[src/rtl/ray_frame_scheduler.sv]
// Frame-level sequencer for the ray-marching datapath: double-buffers the config block,
// walks pixel coordinates over a valid/ready handshake and paces frames on drain reports.
module ray_frame_scheduler #(
  parameter int H_RES     = 640,
  parameter int V_RES     = 480,
  parameter int XW        = 10,
  parameter int YW        = 9,
  parameter int CFG_WORDS = 8
) (
  input  logic                    out_stream_aclk,
  input  logic                    periph_resetn,
  input  logic [32*CFG_WORDS-1:0] cfg_in,
  input  logic                    cfg_commit,
  input  logic                    ctrl_enable,
  input  logic                    ctrl_single,
  input  logic                    frame_end_in,
  output logic                    pix_valid,
  input  logic                    pix_ready,
  output logic [XW-1:0]           pix_x,
  output logic [YW-1:0]           pix_y,
  output logic                    pix_sof,
  output logic                    pix_eol,
  output logic [32*CFG_WORDS-1:0] cfg_active,
  output logic                    cfg_pending,
  output logic                    busy,
  output logic                    frame_done,
  output logic [15:0]             frame_count
);

  typedef enum logic [1:0] {
    ST_IDLE  = 2'd0,
    ST_LOAD  = 2'd1,
    ST_RUN   = 2'd2,
    ST_DRAIN = 2'd3
  } state_t;

  localparam logic [XW-1:0] X_LAST = XW'(H_RES - 1);
  localparam logic [YW-1:0] Y_LAST = YW'(V_RES - 1);

  state_t                    state_q;
  state_t                    state_d;
  logic                      single_q;
  logic [32*CFG_WORDS-1:0]   shadow_q;
  logic                      beat;
  logic                      last_beat;
  logic                      start_req;
  logic                      drain_done;

  assign beat       = pix_valid && pix_ready;
  assign last_beat  = beat && (pix_x == X_LAST) && (pix_y == Y_LAST);
  assign start_req  = ctrl_enable || ctrl_single;
  assign drain_done = (state_q == ST_DRAIN) && frame_end_in;

  // NOTE: sequential state uses non-blocking assignments so every register samples
  // the pre-edge values of its neighbours regardless of process ordering.
  always_ff @(posedge out_stream_aclk or negedge periph_resetn) begin
    if (!periph_resetn) begin
      state_q <= ST_IDLE;
    end else begin
      state_q <= state_d;
    end
  end

  // NOTE: every signal driven here gets a default first, so no path leaves it unassigned
  // and no latch is inferred.
  always_comb begin
    state_d   = state_q;
    pix_valid = 1'b0;
    busy      = 1'b1;
    case (state_q)
      ST_IDLE: begin
        busy = 1'b0;
        if (start_req) state_d = ST_LOAD;
      end
      ST_LOAD: begin
        state_d = ST_RUN;
      end
      ST_RUN: begin
        pix_valid = 1'b1;
        if (last_beat) state_d = ST_DRAIN;
      end
      ST_DRAIN: begin
        if (frame_end_in) state_d = (ctrl_enable && !single_q) ? ST_LOAD : ST_IDLE;
      end
      default: begin
        state_d = ST_IDLE;
      end
    endcase
  end

  // Tags are derived from the held payload, so they stay coherent with pix_x/pix_y during stalls.
  assign pix_sof = pix_valid && (pix_x == '0) && (pix_y == '0);
  assign pix_eol = pix_valid && (pix_x == X_LAST);

  // Single-frame mode is only latched when a frame starts from IDLE without ctrl_enable.
  always_ff @(posedge out_stream_aclk or negedge periph_resetn) begin
    if (!periph_resetn) begin
      single_q <= 1'b0;
    end else if (state_q == ST_IDLE && start_req) begin
      single_q <= !ctrl_enable;
    end else if (drain_done) begin
      single_q <= 1'b0;
    end
  end

  always_ff @(posedge out_stream_aclk or negedge periph_resetn) begin
    if (!periph_resetn) begin
      pix_x <= '0;
      pix_y <= '0;
    end else if (state_q == ST_LOAD) begin
      pix_x <= '0;
      pix_y <= '0;
    end else if (beat) begin
      if (pix_x == X_LAST) begin
        pix_x <= '0;
        pix_y <= (pix_y == Y_LAST) ? '0 : pix_y + YW'(1);
      end else begin
        pix_x <= pix_x + XW'(1);
      end
    end
  end

  // A commit landing in the LOAD cycle wins over the clear, so it rolls to the next frame.
  always_ff @(posedge out_stream_aclk or negedge periph_resetn) begin
    if (!periph_resetn) begin
      shadow_q    <= '0;
      cfg_pending <= 1'b0;
      cfg_active  <= '0;
    end else begin
      if (cfg_commit) shadow_q <= cfg_in;
      if (cfg_commit) begin
        cfg_pending <= 1'b1;
      end else if (state_q == ST_LOAD) begin
        cfg_pending <= 1'b0;
      end
      if (state_q == ST_LOAD && cfg_pending) cfg_active <= shadow_q;
    end
  end

  always_ff @(posedge out_stream_aclk or negedge periph_resetn) begin
    if (!periph_resetn) begin
      frame_done  <= 1'b0;
      frame_count <= '0;
    end else begin
      frame_done <= drain_done;
      if (drain_done) frame_count <= frame_count + 16'd1;
    end
  end

endmodule
[config.mk]
export PLATFORM = sky130hd
export DESIGN_NAME = ray_frame_scheduler
export DESIGN_NICKNAME = d
export VERILOG_FILES = /design/src/rtl/ray_frame_scheduler.sv
export SDC_FILE = /design/constraint.sdc
export NUM_CORES = 1
export LEC_CHECK = 0
export CORE_MARGIN = 2
export CORE_UTILIZATION = 35
export CTS_BUF_LIST = sky130_fd_sc_hd__clkbuf_2
export CTS_CLUSTER_DIAMETER = 40
export DETAILED_ROUTE_END_ITERATION = 6
export GPL_TIMING_DRIVEN = 0
export SKIP_LAST_GASP = 1
export SLEW_MARGIN = 25
export SYNTH_ARGS = -nofsm -noshare
export SYNTH_HDL_FRONTEND = slang
export SYNTH_SLANG_ARGS = --single-unit
[constraint.sdc]
create_clock -name out_stream_aclk -period 2.4 [get_ports out_stream_aclk]
set_clock_uncertainty 0.1 [all_clocks]
set_input_delay 0.48 -clock out_stream_aclk [delete_from_list [all_inputs] [get_ports out_stream_aclk]]
set_output_delay 0.48 -clock out_stream_aclk [all_outputs]
set_load 0.02 [all_outputs]
==> results of run 1 <==
cell usage after synthesis:
master                     instances  area, um^2
sky130_fd_sc_hd__or2_2             1       6.260
sky130_fd_sc_hd__nor4_1            1       6.260
sky130_fd_sc_hd__nand4b_1          1       8.760
sky130_fd_sc_hd__o31ai_1           5       37.54
sky130_fd_sc_hd__nor4b_1           3       26.28
sky130_fd_sc_hd__nand3_1          14       70.07
sky130_fd_sc_hd__clkbuf_2          1       5.000
sky130_fd_sc_hd__nor2b_1           2       12.51
sky130_fd_sc_hd__mux2_2          514        5788
sky130_fd_sc_hd__mux2i_1           2       20.02
sky130_fd_sc_hd__nor2_2            1       6.260
sky130_fd_sc_hd__nand2b_1          1       6.260
sky130_fd_sc_hd__and4_1            1       8.760
sky130_fd_sc_hd__or3b_4            1       11.26
sky130_fd_sc_hd__xnor2_1          12       105.1
sky130_fd_sc_hd__a31oi_1           2       12.51
sky130_fd_sc_hd__a21o_1            2       15.01
sky130_fd_sc_hd__xor2_1           10       87.58
sky130_fd_sc_hd__dfrtp_1         552       13810
sky130_fd_sc_hd__nor4_4            1       21.27
sky130_fd_sc_hd__nor3_1            7       35.03
sky130_fd_sc_hd__and2_1            1       6.260
sky130_fd_sc_hd__nand2_1          24       90.09
sky130_fd_sc_hd__or4_1             2       15.01
sky130_fd_sc_hd__a221oi_1          2       17.52
sky130_fd_sc_hd__inv_1            13       48.80
sky130_fd_sc_hd__a22oi_1           1       7.510
sky130_fd_sc_hd__clkbuf_1         60       225.2
sky130_fd_sc_hd__or3_1             4       25.02
sky130_fd_sc_hd__nand4_1          11       68.82
sky130_fd_sc_hd__nor2_1           21       78.83
sky130_fd_sc_hd__o21ai_0           6       30.03
sky130_fd_sc_hd__ha_1             10       125.1
sky130_fd_sc_hd__and3_1            3       18.77
sky130_fd_sc_hd__a21oi_1           6       30.03
timing repair:
action / in CTS / in global routing
gates resized for setup: 1922 / 42
setup buffers: 57 / 38
pin swaps: 6 / 7
hold endpoints to repair: 555 / 0
hold buffers: 295 / 0
setup endpoints to repair: 537 / 347
critical path: cells and delay by family, from the launching register on:
family | cells | cell delay (ps)
flops | 1 | 400
simple gates | 2 | 690
buf+inv | 2 | 330
layer usage:
metal / track usage / share of wire
met1: 0.2270 / 0.39
met2: 0.3282 / 0.50
met4: 0.08158 / 0.032
met3: 0.08016 / 0.081
met5: 0 / 0.00049
flip-flops by register name, summed over array words and instances (netlist names):
register	count
shadow_q	256
single_q	1
state_q	2
cfg_pending	1
cfg_active	256
pix_y	9
frame_count	16
pix_x	10
frame_done	1
placed cells by master, fill, tap and decap left out, drive strengths merged, types with 4 or more instances in the layout:
| master | count |
|---|---|
| a21oi | 6 |
| buf | 404 |
| clkbuf | 283 |
| clkdlybuf4s50 | 260 |
| clkinv | 16 |
| dfrtp | 552 |
| diode | 7 |
| dlygate4sd3 | 293 |
| ha | 10 |
| inv | 16 |
| mux2 | 514 |
| nand2 | 24 |
| nand3 | 14 |
| nand4 | 11 |
| nor2 | 22 |
| nor3 | 7 |
| o21ai | 6 |
| o31ai | 5 |
| or3 | 4 |
| xnor2 | 12 |
| xor2 | 10 |
worst paths after layout:
path | end | slack [ps] | cells past startpoint
setup / recovery | pix_sof | -840 | 4
hold / removal | shadow_q[173]$_DFFE_PN0P_ | 260 | 3
min in group asynchronous | shadow_q[19]$_DFFE_PN0P_ | 310 | 5
max in group asynchronous | cfg_active[156]$_DFFE_PN0P_ | 110 | 8
hold reg to reg | cfg_active[219]$_DFFE_PN0P_ | 370 | 1
setup reg to reg | cfg_active[202]$_DFFE_PN0P_ | 90 | 6
cell type report:
type | instances | area (um^2)
plain buffers | 61 | 317.8
well taps | 773 | 967.2
inverters | 13 | 51.30
clock inverters | 24 | 178.9
clock buffers | 227 | 1136
fillers | 4835 | 25780
multi-input cells | 672 | 6918
diodes | 7 | 17.52
flip-flops and latches | 552 | 13830
repair buffers | 952 | 9823
through the flow:
| step | instance area, um^2 | setup TNS, ps | hold WS [ps] | utilization | setup slack, ps |
|---|---|---|---|---|---|
| floorplan | 20900 | 0 | 84.41 | - | 88.29 |
| global placement | 27450 | - | 360.5 | 0.4651 | -23350 |
| detailed placement | 27620 | -271360 | 306.1 | 0.4680 | -824.0 |
| CTS | 32860 | -58500 | 33.26 | 0.5567 | -1079 |
| global route | 33240 | -65420 | 47.05 | 0.5632 | -1113 |
| finish | 33240 | -3690 | 259.6 | 0.5632 | -843.8 |
cells by family after synthesis:
group,synth area share
adders and majority gates,0.005989
buffers and inverters,0.01336
AOI/OAI and AO/OA,0.007188
DFF,0.6612
xor gates and xnor gates,0.009224
and+or+nand+nor,0.02498
muxes,0.2780
power breakdown:
group / internal (mW) / total [mW] / switching, mW
combinational: 1.79 / 2.95 / 1.16
sequential: 9.93 / 10.3 / 0.393
clock: 2.79 / 6.62 / 3.83
==> summary by stage, run 1 <==
Clock tree
The number of buffers created by CTS is 148. The H-tree generated during clock tree synthesis spans 4 levels. The clock tree buffer depth is 3. TritonCTS built the clock tree. The number of clock sinks seen by CTS is between 500 and 600. The post-CTS clock slew at the launch and capture registers of the worst setup and hold paths is between 100 and 150 ps.

The clock root buffer master is sky130_fd_sc_hd__clkbuf_2. The clock latency on the worst-skew pair is about 1300 ps.

Timing
The transition time at the pin with the least slew margin is about 920 ps. Setup violations remaining at the end of the flow were counted as 28. Timing would allow up to 308.3 MHz. The max-slew violation total from the final report is 0. Headroom to the max-slew limit came out at 0.3887.

Setup repair after global routing could not meet its margin everywhere. The final clock period utilization by the worst path is 1.352. The total count of hold-check failures in the final report came to 0. After layout, the minimum clock period comes to between 3000 and 4000 ps. The post-route worst setup slack is -843.8 ps.

Floorplanning
The total die area is 61660 um^2. The region available for standard cell placement spans 59020 um^2. The effective utilization at floorplan is 0.3540. The number of standard-cell rows in the floorplan is between 80 and 90. The chip height is ~250 um. The boundary pin count is 560. From left edge to right edge, the die measures around 250 um.

Yosys
When the netlist entered floorplanning its net count stood at 1571. Each instance of the synthesized netlist takes up on average around 16 um^2. In the synthesized netlist, the number of instances is 1298. The count of yosys warnings during synthesis is 0. The number of unique standard cell types used by synthesis is 35. The cell area after synthesis is around 21000 um^2.

The synthesized design contains ~550 register bits. The sequential share of the synthesized area is 0.6612.

Placement
Including well taps, the total number of placed cells is about 2600. The final HPWL from detailed placement is ~42000 um. At the end of routability-driven placement, the weighted congestion stood at approximately 0.79. The count of buffers inserted at the top-level ports is roughly 560.

Power
The power density over cell area is roughly 600 nW/um^2. The worst-case IR drop observed on VDD is ~0.00037 V. The leakage power is 15.76 nW. The total power after layout is between 15 and 20 mW.

Worst setup path
In this run the critical register-to-register path is launched from state_q[0]$_DFFE_PN0P_. For the worst setup path, the data arrival time is between 2000 and 3000 ps. The kind of capture point of the worst setup path is an output pin. The category of the most critical setup path is reg -> out. The critical path starts at pix_y[5]$_DFFE_PN0P_. The data required time of the worst path is around 1800 ps. The startpoint type of the worst setup path is a flip-flop. The maximum fanout along the worst path is 2. The critical path goes through clkbuf_8, or4_4, nor4b_4, buf_4. For this design, the slowest cell found on the critical path is sky130_fd_sc_hd__or4_4. In this design, the stage delay of the slowest critical-path cell is approximately 420 ps.

GRT
The first global-routing pass estimated between 90000 and 100000 um of wire. The number of global-route vias before repair is 16580. For this run the aggregate overflow at the end of global routing stands at 0. The number of antenna violations at the first check in global routing is 6.

Across every metal layer, demand over resource in global routing totals 0.1979. The maximum number of pins on one net before global-route repair is between 90 and 100.

Finish
Relative to the synthesized area, the layout overhead comes to 59.12%. The share of post-route cells with drive strength above 1 is 0.4858. After the last flow step, the layout net total stands at about 2700. The final instance count without filler cells is 3281.

Routing
The number of optimization iterations in the first detailed-route pass is 4. The count of nets left with antenna violations once routing finished came out at 0. The detailed router finished its first iteration with about 500 violations. In the routed design, unresolved DRC markers number 0. The routed design has between 60000 and 70000 um of wire. The via density per instance is roughly 4.6. After detailed routing, the average wire length per cell comes to 18.65 um. Detailed routing inserted a total of 15000 vias.

Status
The checks that failed: setup timing. The run finished, with violations left.

Hold path
The min-delay analysis places its worst path in the category in -> reg. In this run the most critical hold path is launched from cfg_in[173].

Job
The reported max-cap violation count is 0.
No activity file was read; power rests on OpenSTA's default activity.
==> run 2, diff against run 1 <==
- MAX_ROUTING_LAYER: default -> met4
- REMOVE_ABC_BUFFERS: default -> 1
- clock period: 2.4 -> 3.8 ns (I/O delays scaled with it)
==> summary by stage, run 2 (synthesis gave the netlist of run 1 again) <==
Finish
The combined area of the multi-input logic cells is about 7000 um^2. The number of nets in the layout is roughly 2500. The layout has roughly 5000 filler cells. Summing all flip-flop and latch instances after layout gives roughly 14000 um^2. The final instance count without filler cells is between 3000 and 4000. The signed area change from the synthesized netlist to the final layout is 52.37%. Leaving out fill and tap cells, the most frequent cells in the layout are sky130_fd_sc_hd__clkdlybuf4s50_1 (554), sky130_fd_sc_hd__dfrtp_1 (549), sky130_fd_sc_hd__mux2_2 (514). Of the cells placed in the final design, the portion with a size suffix greater than 1 is 0.3415. In the final layout, the registers with the most flip-flops are cfg_active x256, shadow_q x256, frame_count x16.

The library cell used most frequently in the layout, excluding fill and tap cells, is sky130_fd_sc_hd__clkdlybuf4s50_1.

Floorplanning
In this run the vertical extent of the chip is 248.3 um. The total die area is slightly above 60000 um^2. The width of the chip is between 200 and 250 um. The area of the core region is a little under 60000 um^2. 560 I/O pins were placed. After floorplanning, the core was divided into just under 90 placement rows. The effective utilization at floorplan is 0.3540.

Power
The largest voltage drop on the vdd net is 0.0002520 V. For this design the total switching power over the nets is ~3.4 mW. The switching power share of the total is 0.2719. The design draws 12.36 mW. The power density over cell area is around 390 nW/um^2. Of the total power, combinational logic draws 0.134. The share of total power dissipated in sequential elements is 0.526.

Internal power comes to around 9 mW. The part of the power in the clock network is 0.340. In this run the static leakage power is between 10 and 15 nW.

Worst setup path
STA puts the critical path data required time at 2940 ps. The arrival time at the worst endpoint is 2630 ps. The length in cells of the worst reg-to-reg path is 8. The critical path is of the reg -> out type. The maximum fanout along the worst path is 5. The kind of capture point of the worst setup path is an output pin. The worst setup path is launched from a flip-flop.

Status
The flow ran to the end, and the final reports show no timing, DRC or antenna violations.

Clock tree
The clock passes through at most 3 buffers. Clock tree synthesis found a total of about 550 sinks. The CTS tree is yes. For the worst-skew pair, the clock arrives at the later sink with an insertion delay of about 1200 ps. The number of buffers created by CTS is around 150.

The clock root buffer master is sky130_fd_sc_hd__clkbuf_2. The H-tree generated during clock tree synthesis spans 4 levels. After clock tree synthesis, the clock-pin slew on the worst setup and hold paths is about 90 ps.

Timing
The relative slew slack is 0.4849. The final clock period utilization by the worst path is 0.9190. The final-report setup violation count is 0. Setup repair after global routing could not meet its margin everywhere. The transition time at the pin with the least slew margin is ~770 ps. Summed over all failing endpoints, the final setup total negative slack is 0 ps. The worst path in the final design needs a cycle of 3492 ps, including I/O delays and setup. Timing would allow up to about 290 MHz.

The max-slew violation total from the final report is 0. The total count of hold-check failures in the final report is 0.

Routing
Before antenna repair, the detailed router went through 4 iterations. The via density per instance is about 4.5. The total number of vias is approximately 14000.

The detailed router finished its first iteration with slightly above 400 violations. The number of DRC violations after detailed routing is 0. The post-detailed-routing wire length is roughly 55000 um. The detail route stage leaves a number of antenna-violating nets equal to 0. The routed length per instance is roughly 18 um.

Job
The reported max-cap violation count is 0.

Placement
The count of buffers inserted at the top-level ports is approximately 560. The total placed cells including tap cells is roughly 2600. Once detailed placement completed, the half-perimeter wirelength came to ~38000 um. The routability congestion estimate from global placement is 0.7989.

Hold path
The worst hold-check path type is in -> reg. The instance count along the most critical hold path is 4.

GRT
After global routing the overflow that remains totals 0. The number of global-route vias before repair is around 16000. The global-route total usage across every layer is 0.1837.

The wire length of the first global-routing pass is approximately 85000 um. The number of antenna violations at the first check in global routing is 8. The maximum number of pins on one net before global-route repair is 96.
## run 2: worst paths after layout
path	from	slack (ps)	endpoint
min	pix_ready	300	pix_x[0]$_DFFE_PN0P_
max reg2reg	state_q[1]$_DFFE_PN0P_	760	cfg_active[197]$_DFFE_PN0P_
min reg2reg	shadow_q[195]$_DFFE_PN0P_	330	cfg_active[195]$_DFFE_PN0P_
max in group asynchronous	periph_resetn	1500	pix_y[7]$_DFFE_PN0P_
max	pix_y[1]$_DFFE_PN0P_	310	pix_sof
min in group asynchronous	periph_resetn	620	cfg_active[84]$_DFFE_PN0P_
## run 2: power groups by stage
stage / sequential (mW) / clock [mW] / combinational, mW
detailed placement: 6.62 / 0 / 1.43
global route: 6.56 / 4.79 / 1.79
floorplan: 6.72 / 0 / 0.436
global placement: 6.62 / 0 / 1.53
finish: 6.50 / 4.20 / 1.66
CTS: 6.50 / 4.43 / 1.68
## run 2: repair_timing
item,in CTS,in global routing
buffers inserted,6,4
endpoints found under the setup margin,4,2
hold endpoints to repair,573,0
hold buffers,263,0
pin swaps,2,3
gates resized for setup,21,5
gates cloned,0,0
## run 2: layout make-up
cell class / count / share of cell area
sequential: 552 / 0.4341
timing repair buffer: 848 / 0.2741
multi-input combinational: 672 / 0.2160
clock buffer: 225 / 0.03538
tap: 773 / 0.03039
clock inverter: 44 / 0.007704
inverter: 13 / 0.001533
antenna: 11 / 0.0008648
## run 2: critical path, cell delays in order, from the launching register on
cell                      delay [ps]
sky130_fd_sc_hd__dfrtp_2         440
sky130_fd_sc_hd__inv_1            80
sky130_fd_sc_hd__ha_1            150
sky130_fd_sc_hd__nor4b_4         190
sky130_fd_sc_hd__nand3_1         120
sky130_fd_sc_hd__nor4b_2         260
sky130_fd_sc_hd__buf_4           180
## run 2: metal layers
metal,up-vias,global-route usage,share of wire
li1,6572,-,-
met1,7133,0.2048,0.40
met2,443,0.2926,0.49
met3,114,0.07348,0.081
met4,0,0.07721,0.029
met5,-,-,0
## run 2: metrics by stage
step	cell area (um^2)	setup slack [ps]	hold slack (ps)	utilization
after floorplan	20660	-3303	364.4	-
after global routing	31830	-124.0	61.46	0.5393
after global placement	27220	-22340	363.0	0.4612
final	31830	307.8	300.7	0.5393
after detailed placement	27640	623.9	367.5	0.4684
after CTS	31750	0.1934	41.01	0.5379
